File: config.mk
export PLATFORM = sky130hd
export DESIGN_NAME = reg_seq_flat
export DESIGN_NICKNAME = d
export VERILOG_FILES = /design/src/rtl/reg_seq_if.sv /design/src/rtl/reg_seq.sv /design/src/flat_wrapper.sv
export SDC_FILE = /design/constraint.sdc
export NUM_CORES = 1
export LEC_CHECK = 0
export ABC_CLOCK_PERIOD_IN_PS = 2900
export CORE_ASPECT_RATIO = 0.6
export CORE_MARGIN = 3
export CORE_UTILIZATION = 50
export CTS_CLUSTER_SIZE = 30
export DETAILED_ROUTE_END_ITERATION = 16
export PLACE_DENSITY = 0.84
export SLEW_MARGIN = 0
export SYNTH_ARGS = -nofsm -noshare
export SYNTH_HDL_FRONTEND = slang
export SYNTH_SLANG_ARGS = --single-unit
File: constraint.sdc
create_clock -name clk -period 2.9 [get_ports clk]
set_input_delay 0.58 -clock clk [delete_from_list [all_inputs] [get_ports clk]]
set_output_delay 0.58 -clock clk [all_outputs]
set_load 0.005 [all_outputs]
File: src/rtl/reg_seq_if.sv
// ============================================================================
// Module      : reg_seq_if
// Description : Command, response and register-file bus bundle for reg_seq.
//               The slave modport is the sequencer side; the master modport
//               is the side that issues commands and owns the register file.
// Revision    : 1.0 - initial release
// ============================================================================
`default_nettype none

interface reg_seq_if;
  // Command channel
  logic       cmd_valid;
  logic       cmd_ready;
  logic [2:0] cmd_op;
  logic [2:0] cmd_dst;
  logic [2:0] cmd_src;
  logic [7:0] cmd_imm;
  // READ response channel
  logic       rsp_valid;
  logic       rsp_ready;
  logic [7:0] rsp_data;
  // Register-file access
  logic [2:0] rf_sel_in;
  logic [2:0] rf_sel_out;
  logic [7:0] rf_data_in;
  logic       rf_we;
  logic       rf_oe;
  logic [7:0] rf_data_out;
  // Status
  logic       busy;
  logic       err;
  logic       err_clr;

  modport slave (
    input  cmd_valid, cmd_op, cmd_dst, cmd_src, cmd_imm,
    input  rsp_ready, rf_data_out, err_clr,
    output cmd_ready, rsp_valid, rsp_data,
    output rf_sel_in, rf_sel_out, rf_data_in, rf_we, rf_oe,
    output busy, err
  );

  modport master (
    output cmd_valid, cmd_op, cmd_dst, cmd_src, cmd_imm,
    output rsp_ready, rf_data_out, err_clr,
    input  cmd_ready, rsp_valid, rsp_data,
    input  rf_sel_in, rf_sel_out, rf_data_in, rf_we, rf_oe,
    input  busy, err
  );
endinterface

`default_nettype wire

File: src/rtl/reg_seq.sv
// ============================================================================
// Module      : reg_seq
// Description : Register-file sequencer. Accepts one command at a time and
//               drives an external 8x8 register file to perform LDI, READ,
//               MOV, SWAP (through a scratch register) and CLR. Illegal
//               commands raise a sticky error flag.
// Revision    : 1.0 - initial release
// ============================================================================
`default_nettype none

module reg_seq #(
  parameter logic [2:0] TEMP_REG = 3'd7,
  parameter logic [7:0] CLR_VAL  = 8'h00
) (
  input  wire logic clk,
  input  wire logic rst_n,
  reg_seq_if.slave  bus
);

  localparam logic [2:0] OP_LDI  = 3'd1;
  localparam logic [2:0] OP_READ = 3'd2;
  localparam logic [2:0] OP_MOV  = 3'd3;
  localparam logic [2:0] OP_SWAP = 3'd4;
  localparam logic [2:0] OP_CLR  = 3'd5;

  typedef enum logic [2:0] {
    S_IDLE = 3'd0,
    S_RD   = 3'd1,
    S_WR   = 3'd2,
    S_RSP  = 3'd3,
    S_SW1  = 3'd4,
    S_SW2  = 3'd5,
    S_SW3  = 3'd6,
    S_CLR  = 3'd7
  } state_t;

  state_t     r_state;
  logic [2:0] r_dst;
  logic [2:0] r_src;
  logic       r_is_read;
  logic [2:0] r_cnt;
  logic       r_we;
  logic       r_oe;
  logic [2:0] r_sel_in;
  logic [2:0] r_sel_out;
  logic [7:0] r_wdata;
  logic       r_rsp_valid;
  logic [7:0] r_rsp_data;
  logic       r_err;

  logic w_accept;
  logic w_swap_bad;
  logic w_err_set;
  logic w_sw;

  // A SWAP touching the scratch register would destroy its own operand.
  assign w_accept   = bus.cmd_valid && (r_state == S_IDLE);
  assign w_swap_bad = (bus.cmd_src == TEMP_REG) || (bus.cmd_dst == TEMP_REG);
  assign w_err_set  = w_accept &&
                      (((bus.cmd_op == OP_SWAP) && w_swap_bad) ||
                       (bus.cmd_op[2] && bus.cmd_op[1]));
  assign w_sw       = (r_state == S_SW1) || (r_state == S_SW2) ||
                      (r_state == S_SW3);

  // Sequencer: each transition also loads the rf controls for the next state,
  // so rf_we/rf_oe/selects are registered and zero whenever not enabled.
  always_ff @(posedge clk or negedge rst_n) begin
    if (!rst_n) begin
      r_state     <= S_IDLE;
      r_dst       <= 3'd0;
      r_src       <= 3'd0;
      r_is_read   <= 1'b0;
      r_cnt       <= 3'd0;
      r_we        <= 1'b0;
      r_oe        <= 1'b0;
      r_sel_in    <= 3'd0;
      r_sel_out   <= 3'd0;
      r_wdata     <= 8'h00;
      r_rsp_valid <= 1'b0;
      r_rsp_data  <= 8'h00;
    end else begin
      r_we      <= 1'b0;
      r_oe      <= 1'b0;
      r_sel_in  <= 3'd0;
      r_sel_out <= 3'd0;
      r_wdata   <= 8'h00;
      case (r_state)
        S_IDLE: begin
          if (bus.cmd_valid) begin
            r_dst     <= bus.cmd_dst;
            r_src     <= bus.cmd_src;
            r_is_read <= (bus.cmd_op == OP_READ);
            r_cnt     <= 3'd0;
            case (bus.cmd_op)
              OP_LDI: begin
                r_state  <= S_WR;
                r_we     <= 1'b1;
                r_sel_in <= bus.cmd_dst;
                r_wdata  <= bus.cmd_imm;
              end
              OP_READ, OP_MOV: begin
                r_state   <= S_RD;
                r_oe      <= 1'b1;
                r_sel_out <= bus.cmd_src;
              end
              OP_SWAP: begin
                if (!w_swap_bad) begin
                  r_state   <= S_SW1;
                  r_we      <= 1'b1;
                  r_oe      <= 1'b1;
                  r_sel_in  <= TEMP_REG;
                  r_sel_out <= bus.cmd_src;
                end
              end
              OP_CLR: begin
                r_state  <= S_CLR;
                r_we     <= 1'b1;
                r_sel_in <= 3'd0;
                r_wdata  <= CLR_VAL;
              end
              default: ;
            endcase
          end
        end
        S_RD: begin
          if (r_is_read) begin
            r_state     <= S_RSP;
            r_rsp_valid <= 1'b1;
            r_rsp_data  <= bus.rf_data_out;
          end else begin
            r_state  <= S_WR;
            r_we     <= 1'b1;
            r_sel_in <= r_dst;
            r_wdata  <= bus.rf_data_out;
          end
        end
        S_WR: r_state <= S_IDLE;
        S_RSP: begin
          if (bus.rsp_ready) begin
            r_rsp_valid <= 1'b0;
            r_state     <= S_IDLE;
          end
        end
        S_SW1: begin
          r_state   <= S_SW2;
          r_we      <= 1'b1;
          r_oe      <= 1'b1;
          r_sel_out <= r_dst;
          r_sel_in  <= r_src;
        end
        S_SW2: begin
          r_state   <= S_SW3;
          r_we      <= 1'b1;
          r_oe      <= 1'b1;
          r_sel_out <= TEMP_REG;
          r_sel_in  <= r_dst;
        end
        S_SW3: r_state <= S_IDLE;
        S_CLR: begin
          if (r_cnt == 3'd7) begin
            r_state <= S_IDLE;
          end else begin
            r_cnt    <= r_cnt + 3'd1;
            r_we     <= 1'b1;
            r_sel_in <= r_cnt + 3'd1;
            r_wdata  <= CLR_VAL;
          end
        end
        default: r_state <= S_IDLE;
      endcase
    end
  end

  // Sticky error flag; a new illegal command outranks a simultaneous clear.
  always_ff @(posedge clk or negedge rst_n) begin
    if (!rst_n) begin
      r_err <= 1'b0;
    end else if (w_err_set) begin
      r_err <= 1'b1;
    end else if (bus.err_clr) begin
      r_err <= 1'b0;
    end
  end

  // SWAP copies straight through: read data of this cycle is the write data.
  assign bus.rf_data_in = w_sw ? bus.rf_data_out : r_wdata;
  assign bus.rf_we      = r_we;
  assign bus.rf_oe      = r_oe;
  assign bus.rf_sel_in  = r_sel_in;
  assign bus.rf_sel_out = r_sel_out;
  assign bus.rsp_valid  = r_rsp_valid;
  assign bus.rsp_data   = r_rsp_data;
  assign bus.busy       = (r_state != S_IDLE);
  assign bus.err        = r_err;
  assign bus.cmd_ready  = (r_state == S_IDLE) && rst_n;

endmodule

`default_nettype wire

File: src/flat_wrapper.sv
// flat-port wrapper written by rule: the top's interface ports become plain ports
module reg_seq_flat 
#(
  parameter logic [2:0] TEMP_REG = 3'd7,
  parameter logic [7:0] CLR_VAL  = 8'h00
)
  (clk, rst_n, bus_cmd_valid, bus_cmd_op, bus_cmd_dst, bus_cmd_src, bus_cmd_imm, bus_rsp_ready, bus_rf_data_out, bus_err_clr, bus_cmd_ready, bus_rsp_valid, bus_rsp_data, bus_rf_sel_in, bus_rf_sel_out, bus_rf_data_in, bus_rf_we, bus_rf_oe, bus_busy, bus_err);
  reg_seq_if bus_i ();
  input  wire logic clk;
  input  wire logic rst_n;
  input wire logic [$bits(bus_i.cmd_valid)-1:0] bus_cmd_valid;
  input wire logic [$bits(bus_i.cmd_op)-1:0] bus_cmd_op;
  input wire logic [$bits(bus_i.cmd_dst)-1:0] bus_cmd_dst;
  input wire logic [$bits(bus_i.cmd_src)-1:0] bus_cmd_src;
  input wire logic [$bits(bus_i.cmd_imm)-1:0] bus_cmd_imm;
  input wire logic [$bits(bus_i.rsp_ready)-1:0] bus_rsp_ready;
  input wire logic [$bits(bus_i.rf_data_out)-1:0] bus_rf_data_out;
  input wire logic [$bits(bus_i.err_clr)-1:0] bus_err_clr;
  output wire logic [$bits(bus_i.cmd_ready)-1:0] bus_cmd_ready;
  output wire logic [$bits(bus_i.rsp_valid)-1:0] bus_rsp_valid;
  output wire logic [$bits(bus_i.rsp_data)-1:0] bus_rsp_data;
  output wire logic [$bits(bus_i.rf_sel_in)-1:0] bus_rf_sel_in;
  output wire logic [$bits(bus_i.rf_sel_out)-1:0] bus_rf_sel_out;
  output wire logic [$bits(bus_i.rf_data_in)-1:0] bus_rf_data_in;
  output wire logic [$bits(bus_i.rf_we)-1:0] bus_rf_we;
  output wire logic [$bits(bus_i.rf_oe)-1:0] bus_rf_oe;
  output wire logic [$bits(bus_i.busy)-1:0] bus_busy;
  output wire logic [$bits(bus_i.err)-1:0] bus_err;
  assign bus_i.cmd_valid = bus_cmd_valid;
  assign bus_i.cmd_op = bus_cmd_op;
  assign bus_i.cmd_dst = bus_cmd_dst;
  assign bus_i.cmd_src = bus_cmd_src;
  assign bus_i.cmd_imm = bus_cmd_imm;
  assign bus_i.rsp_ready = bus_rsp_ready;
  assign bus_i.rf_data_out = bus_rf_data_out;
  assign bus_i.err_clr = bus_err_clr;
  assign bus_cmd_ready = bus_i.cmd_ready;
  assign bus_rsp_valid = bus_i.rsp_valid;
  assign bus_rsp_data = bus_i.rsp_data;
  assign bus_rf_sel_in = bus_i.rf_sel_in;
  assign bus_rf_sel_out = bus_i.rf_sel_out;
  assign bus_rf_data_in = bus_i.rf_data_in;
  assign bus_rf_we = bus_i.rf_we;
  assign bus_rf_oe = bus_i.rf_oe;
  assign bus_busy = bus_i.busy;
  assign bus_err = bus_i.err;
  reg_seq #(.TEMP_REG(TEMP_REG), .CLR_VAL(CLR_VAL)) u_core (.clk(clk), .rst_n(rst_n), .bus(bus_i));
endmodule
; ---- After elaboration in Yosys (flattened, before gate mapping)
; Cells that the tools add are included.
[totals]
elab_cells = 98
reg_bits = 39
out_inout_bits = 28
in_bits = 30
[op_classes]
n_reduce_logical = 23
n_mux = 39
eq_ne = 22
addsub = 1
[op_table]
columns = op, n
row1 = two-way mux 3 bit, 12
row2 = two-way mux 8 bit, 4
row3 = == test 3 bit (second input constant), 9
row4 = one-hot mux 3 bit (7 select lines), 1
row5 = one-hot mux 3 bit (2 select lines), 3
row6 = one-hot mux 8 bit (2 select lines), 1
row7 = one-hot mux 3 bit (5 select lines), 1
row8 = == test 3 x 2 -> 1 bit (second input constant), 4
row9 = one-hot mux 3 bit (4 select lines), 1
row10 = two-way mux 1 bit, 10
row11 = one-hot mux 3 bit (3 select lines), 1
row12 = one-hot mux 1 bit (2 select lines), 4
row13 = OR reduction 2 bit, 4
row14 = == test 3 x 1 -> 1 bit (second input constant), 2
row15 = != test 2 bit (second input constant), 3
row16 = AND reduction 3 bit, 2
row17 = nonzero test 2 bit, 3
row18 = logical AND 1 bit, 5
row19 = != test 5 bit (second input constant), 1
row20 = AND reduction 5 bit, 1
row21 = logical OR 1 bit, 4
row22 = != test 2 x 1 -> 1 bit (second input constant), 2
row23 = one-hot mux 1 bit (4 select lines), 1
row24 = AND reduction 2 bit, 2
row25 = 4 further kinds, 4

; ---- Logic depth before layout (Yosys ltp)
[depth]
depth_word = 6
ltp_mapped = 6
depth_no_buf = 6

; ---- Least setup slack after synthesis
; OpenSTA, ideal clock, no wires.
[synth_path]
path_type = reg2out
from = register u_core.r_state[2]
to = output bus_rf_data_in[0]
arrival_ns = 1.318
path_buffers = 1
required_ns = 2.320
path_stages_with_launch = 4
slack_ns = 1.002
cell_sequence = dfrtp_1 > buf_2 > a21boi_2 > mux2_2
[synth_between]
elab_chain_cells = 4
word_cells_on_any_way = 6
classes_between = 3 x eq/ne / 1 x mux / 2 x reduce/logical
[synth_rtl]
columns = element, line
row1 = from (decl), reg_seq.sv:37  ; state_t r_state;
row2 = from (signal assigned), reg_seq.sv:69  ; r_state <= S_IDLE;
row3 = from (signal assigned), reg_seq.sv:96  ; r_state <= S_WR;
row4 = from (signal assigned), reg_seq.sv:102  ; r_state <= S_RD;
row5 = == test 3 bit, reg_seq.sv:62  ; assign w_sw = (r_state == S_SW1) || (r_state == S_SW2) ||
row6 = logical OR 1 bit, reg_seq.sv:62
row7 = logical OR 1 bit *, reg_seq.sv:62
row8 = two-way mux 8 bit *, reg_seq.sv:186  ; assign bus.rf_data_in = w_sw ? bus.rf_data_out : r_wdata;
row9 = to (decl), flat_wrapper.sv:24  ; output wire logic [$bits(bus_i.rf_data_in)-1:0] bus_rf_data_in;
; Every way passes the cells marked *; elsewhere a longest branch is shown, timed or not.

; ---- Worst setup path in the final report
[layout_path]
from = register u_core.r_state[0]
to = output bus_cmd_ready
[layout_between]
elab_chain_cells = 2
[layout_rtl]
columns = element, line
row1 = zero test 3 bit, reg_seq.sv:195  ; assign bus.cmd_ready = (r_state == S_IDLE) && rst_n;
row2 = logical AND 1 bit, reg_seq.sv:195
row3 = to (decl), flat_wrapper.sv:19  ; output wire logic [$bits(bus_i.cmd_ready)-1:0] bus_cmd_ready;
; Every way passes these cells.

==> flow_summary.ini <==
[finish]
area_delta_synth_final_pct = 37.5
drive_gt1_share_pct = 15.0
utilization_pct = 75.4
antenna_cells = 0
fillers = 221
postLayoutCellArea_sq_um = 2580
num-nets-final = 264

[logic_synthesis]
ys.flop_type = dfrtp_1
yosysMostFrequentCell = dfrtp_1
syn_nets = 203
netlist_area_sq_um = 1880
yosys-top-cells-count = dfrtp_1 (39), nand2_1 (24), mux2_2 (16), nor2_1 (9)
yosysSeqAreaShare_pct = 52.0
synth_warnings = 0
synth-seq-cells = 39
synth_top_cell_area_share_pct = 52.0
yosysTopAreaCell = dfrtp_1
synth_cells = 171
synth_edf_count = 0
syn_avg_cell_area_sq_um = 11.0
synth.distinct_cells = 36
postSynth.asyncResetShare_pct = 100
netlist_top_cells_area = dfrtp_1 (52%), mux2_2 (9.6%), nand2_1 (4.8%)

[worst_setup_path]
r2r-start = u_core.r_state[2]
path_class = reg -> out
r2r_slack_ns = 0.89
required_ns = 2.32
critPathLaunch = u_core.r_state[0]
r2r_cells = 4
crit_end = bus_cmd_ready
arrival_ns = 2.04
end_kind = primary output
rr_endpoint = u_core.bus.rsp_data[5]
crit_fanout = 19
critPathLaunchType = flip-flop

[timing]
relSlewSlack_pct = 46.9
finalSetupViolCount = 0
holdWs_ns = 0.376
fin_crit_sh_pct = 90.2
hold_viol = 0
finalClockSkew_ns = 0.00388
drv_slew = 0
worstMarginPinSlew_ns = 0.793
timing.fmax_mhz = 382
fin_tns_setup_ns = 0
timing.final.crit_period_ns = 2.62
rsz0062_at_grt = no

[floorplanning]
ioPinCount = 58
die_x_um = 85.1
core.rowCount = 16
die_area_sq_um = 4550
fp.dieH_um = 53.5
core-area_sq_um = 3420
start_util_pct = 54.8

[placement]
io_buffers = 57
dpl_cell_area_sq_um = 2490
dp_hpwl_um = 3630
gp_congestion = 0.908

[routing]
drtIter0Drc = 171
drc = 0
vias_per_cell = 5.76
dr.pass1.iters = 5
dr_total_vias = 1602
routed_wl_um = 4870
wl_per_cell_um = 17.5
ant_nets = 0

[cts]
cts_root_buffer = clkbuf_8
insertion_delay_ns = 0.30
cts_setup_buffers = 0
h-tree-depth = 2
clk_pin_slew_ns = 0.08
clock_sinks = 39
cts_tree = yes
clockBufferDepth = 2
cts_made_buffers = 5
cts_resized = 0
cts_hold_buffers = 0

[global_routing]
grt_pass1_wl_um = 7730
grt_util_all_layers_pct = 22.6
grt_max_degree = 40
grt_pass1_vias = 1549
grt_overflow = 0
antenna_found_initial = 0

[power_and_ir_drop]
leakage_nw = 1.15
power.total_mw = 2.32
powerDensity_nw_per_um2 = 901
max-vdd-ir-drop_mv = 0.575

[run_status]
outcome = finished, final reports clean

[job]
cap_violations = 0

[min_path]
worstHoldPathType = in -> async
## state kept, by name, summed over array words and instances, names as in the netlist, 3 cells and up
register	count
u_core.r_state	3
u_core.bus.rsp_data	8
u_core.bus.rf_sel_in	3
u_core.r_src	3
u_core.r_wdata	8
u_core.bus.rf_sel_out	3
u_core.r_cnt	3
u_core.r_dst	3
## metrics by stage
step	instances	worst slack, ns
6_report	278	0.283
5_1_grt	278	0.236
4_1_cts	278	0.291
3_5_place_dp	270	0.515
3_3_place_gp	270	0.561
2_1_floorplan	171	1.00
## cells by family (layout without fill, tap and decap cells)
logic type               count (synthesis)  after routing  synth area share [%]
buffers and inverters                   12             74                  3.40
multiplexers                            16             16                  9.60
flip-flops                              39             39                  52.0
AND/OR/NAND/NOR                         62             62                  18.3
AO/OA/AOI/OAI                           40             40                  15.3
adder cells (fa/ha/maj)                  2              2                  1.33
## worst max-delay path: stages (launching register included)
cell             delay, ns
dfrtp_1               0.40
buf_4                 0.21
or3_1                 0.46
nor2_1                0.14
clkdlybuf4s50_1       0.52
## worst min path at each step
stage,cells past startpoint,startpoint,end
6_report,2,rst_n,u_core.bus.rsp_data[4]
5_1_grt,2,rst_n,u_core.r_cnt[1]
4_1_cts,2,rst_n,u_core.r_wdata[7]
3_5_place_dp,2,u_core.r_src[2],u_core.r_src[2]
3_3_place_gp,2,u_core.r_src[0],u_core.r_src[0]
2_1_floorplan,0,rst_n,u_core.bus.err
## cell usage in the layout, fill, tap and decap left out, types with 2 or more instances in the layout
master	n
a22o_1	8
nand2b_1	4
nor2_1	9
a21o_1	2
clkdlybuf4s50_1	56
o211ai_1	3
ha_1	2
a21oi_1	4
dfrtp_1	39
clkinvlp_4	2
o22ai_1	4
nand3_1	7
clkbuf_8	5
o31ai_1	2
nor2b_1	6
nand4_1	3
o21ai_0	8
buf_4	5
inv_1	4
mux2_2	16
nand2_1	24
a32oi_1	3
## per-layer routing
metal	share of wire, %	vias to the layer above	GRT usage [%]
met5	0	-	0
met4	1.1	0	6.58
met3	8.0	6	6.84
met2	44	83	32.6
met1	47	773	32.7
li1	-	740	-
## cell type report
class	count	area, sq um	share of cell area [%]
inverters	4	15.0	0.582
repair buffers	62	603	23.4
multi-input cells	120	837	32.4
clock inverters	3	23.8	0.921
clock buffers	5	68.8	2.67
flip-flops and latches	39	976	37.8
well taps	45	56.3	2.18
## power by group
part           internal (mW)  leakage, nW  switching, mW  total [mW]
Combinational          0.595        0.598          0.497        1.09
Sequential             0.739        0.509          0.110       0.849
Clock                  0.172       0.0408          0.210       0.382
Total                   1.51         1.15          0.817        2.32
(Power assumes the default switching activity.)
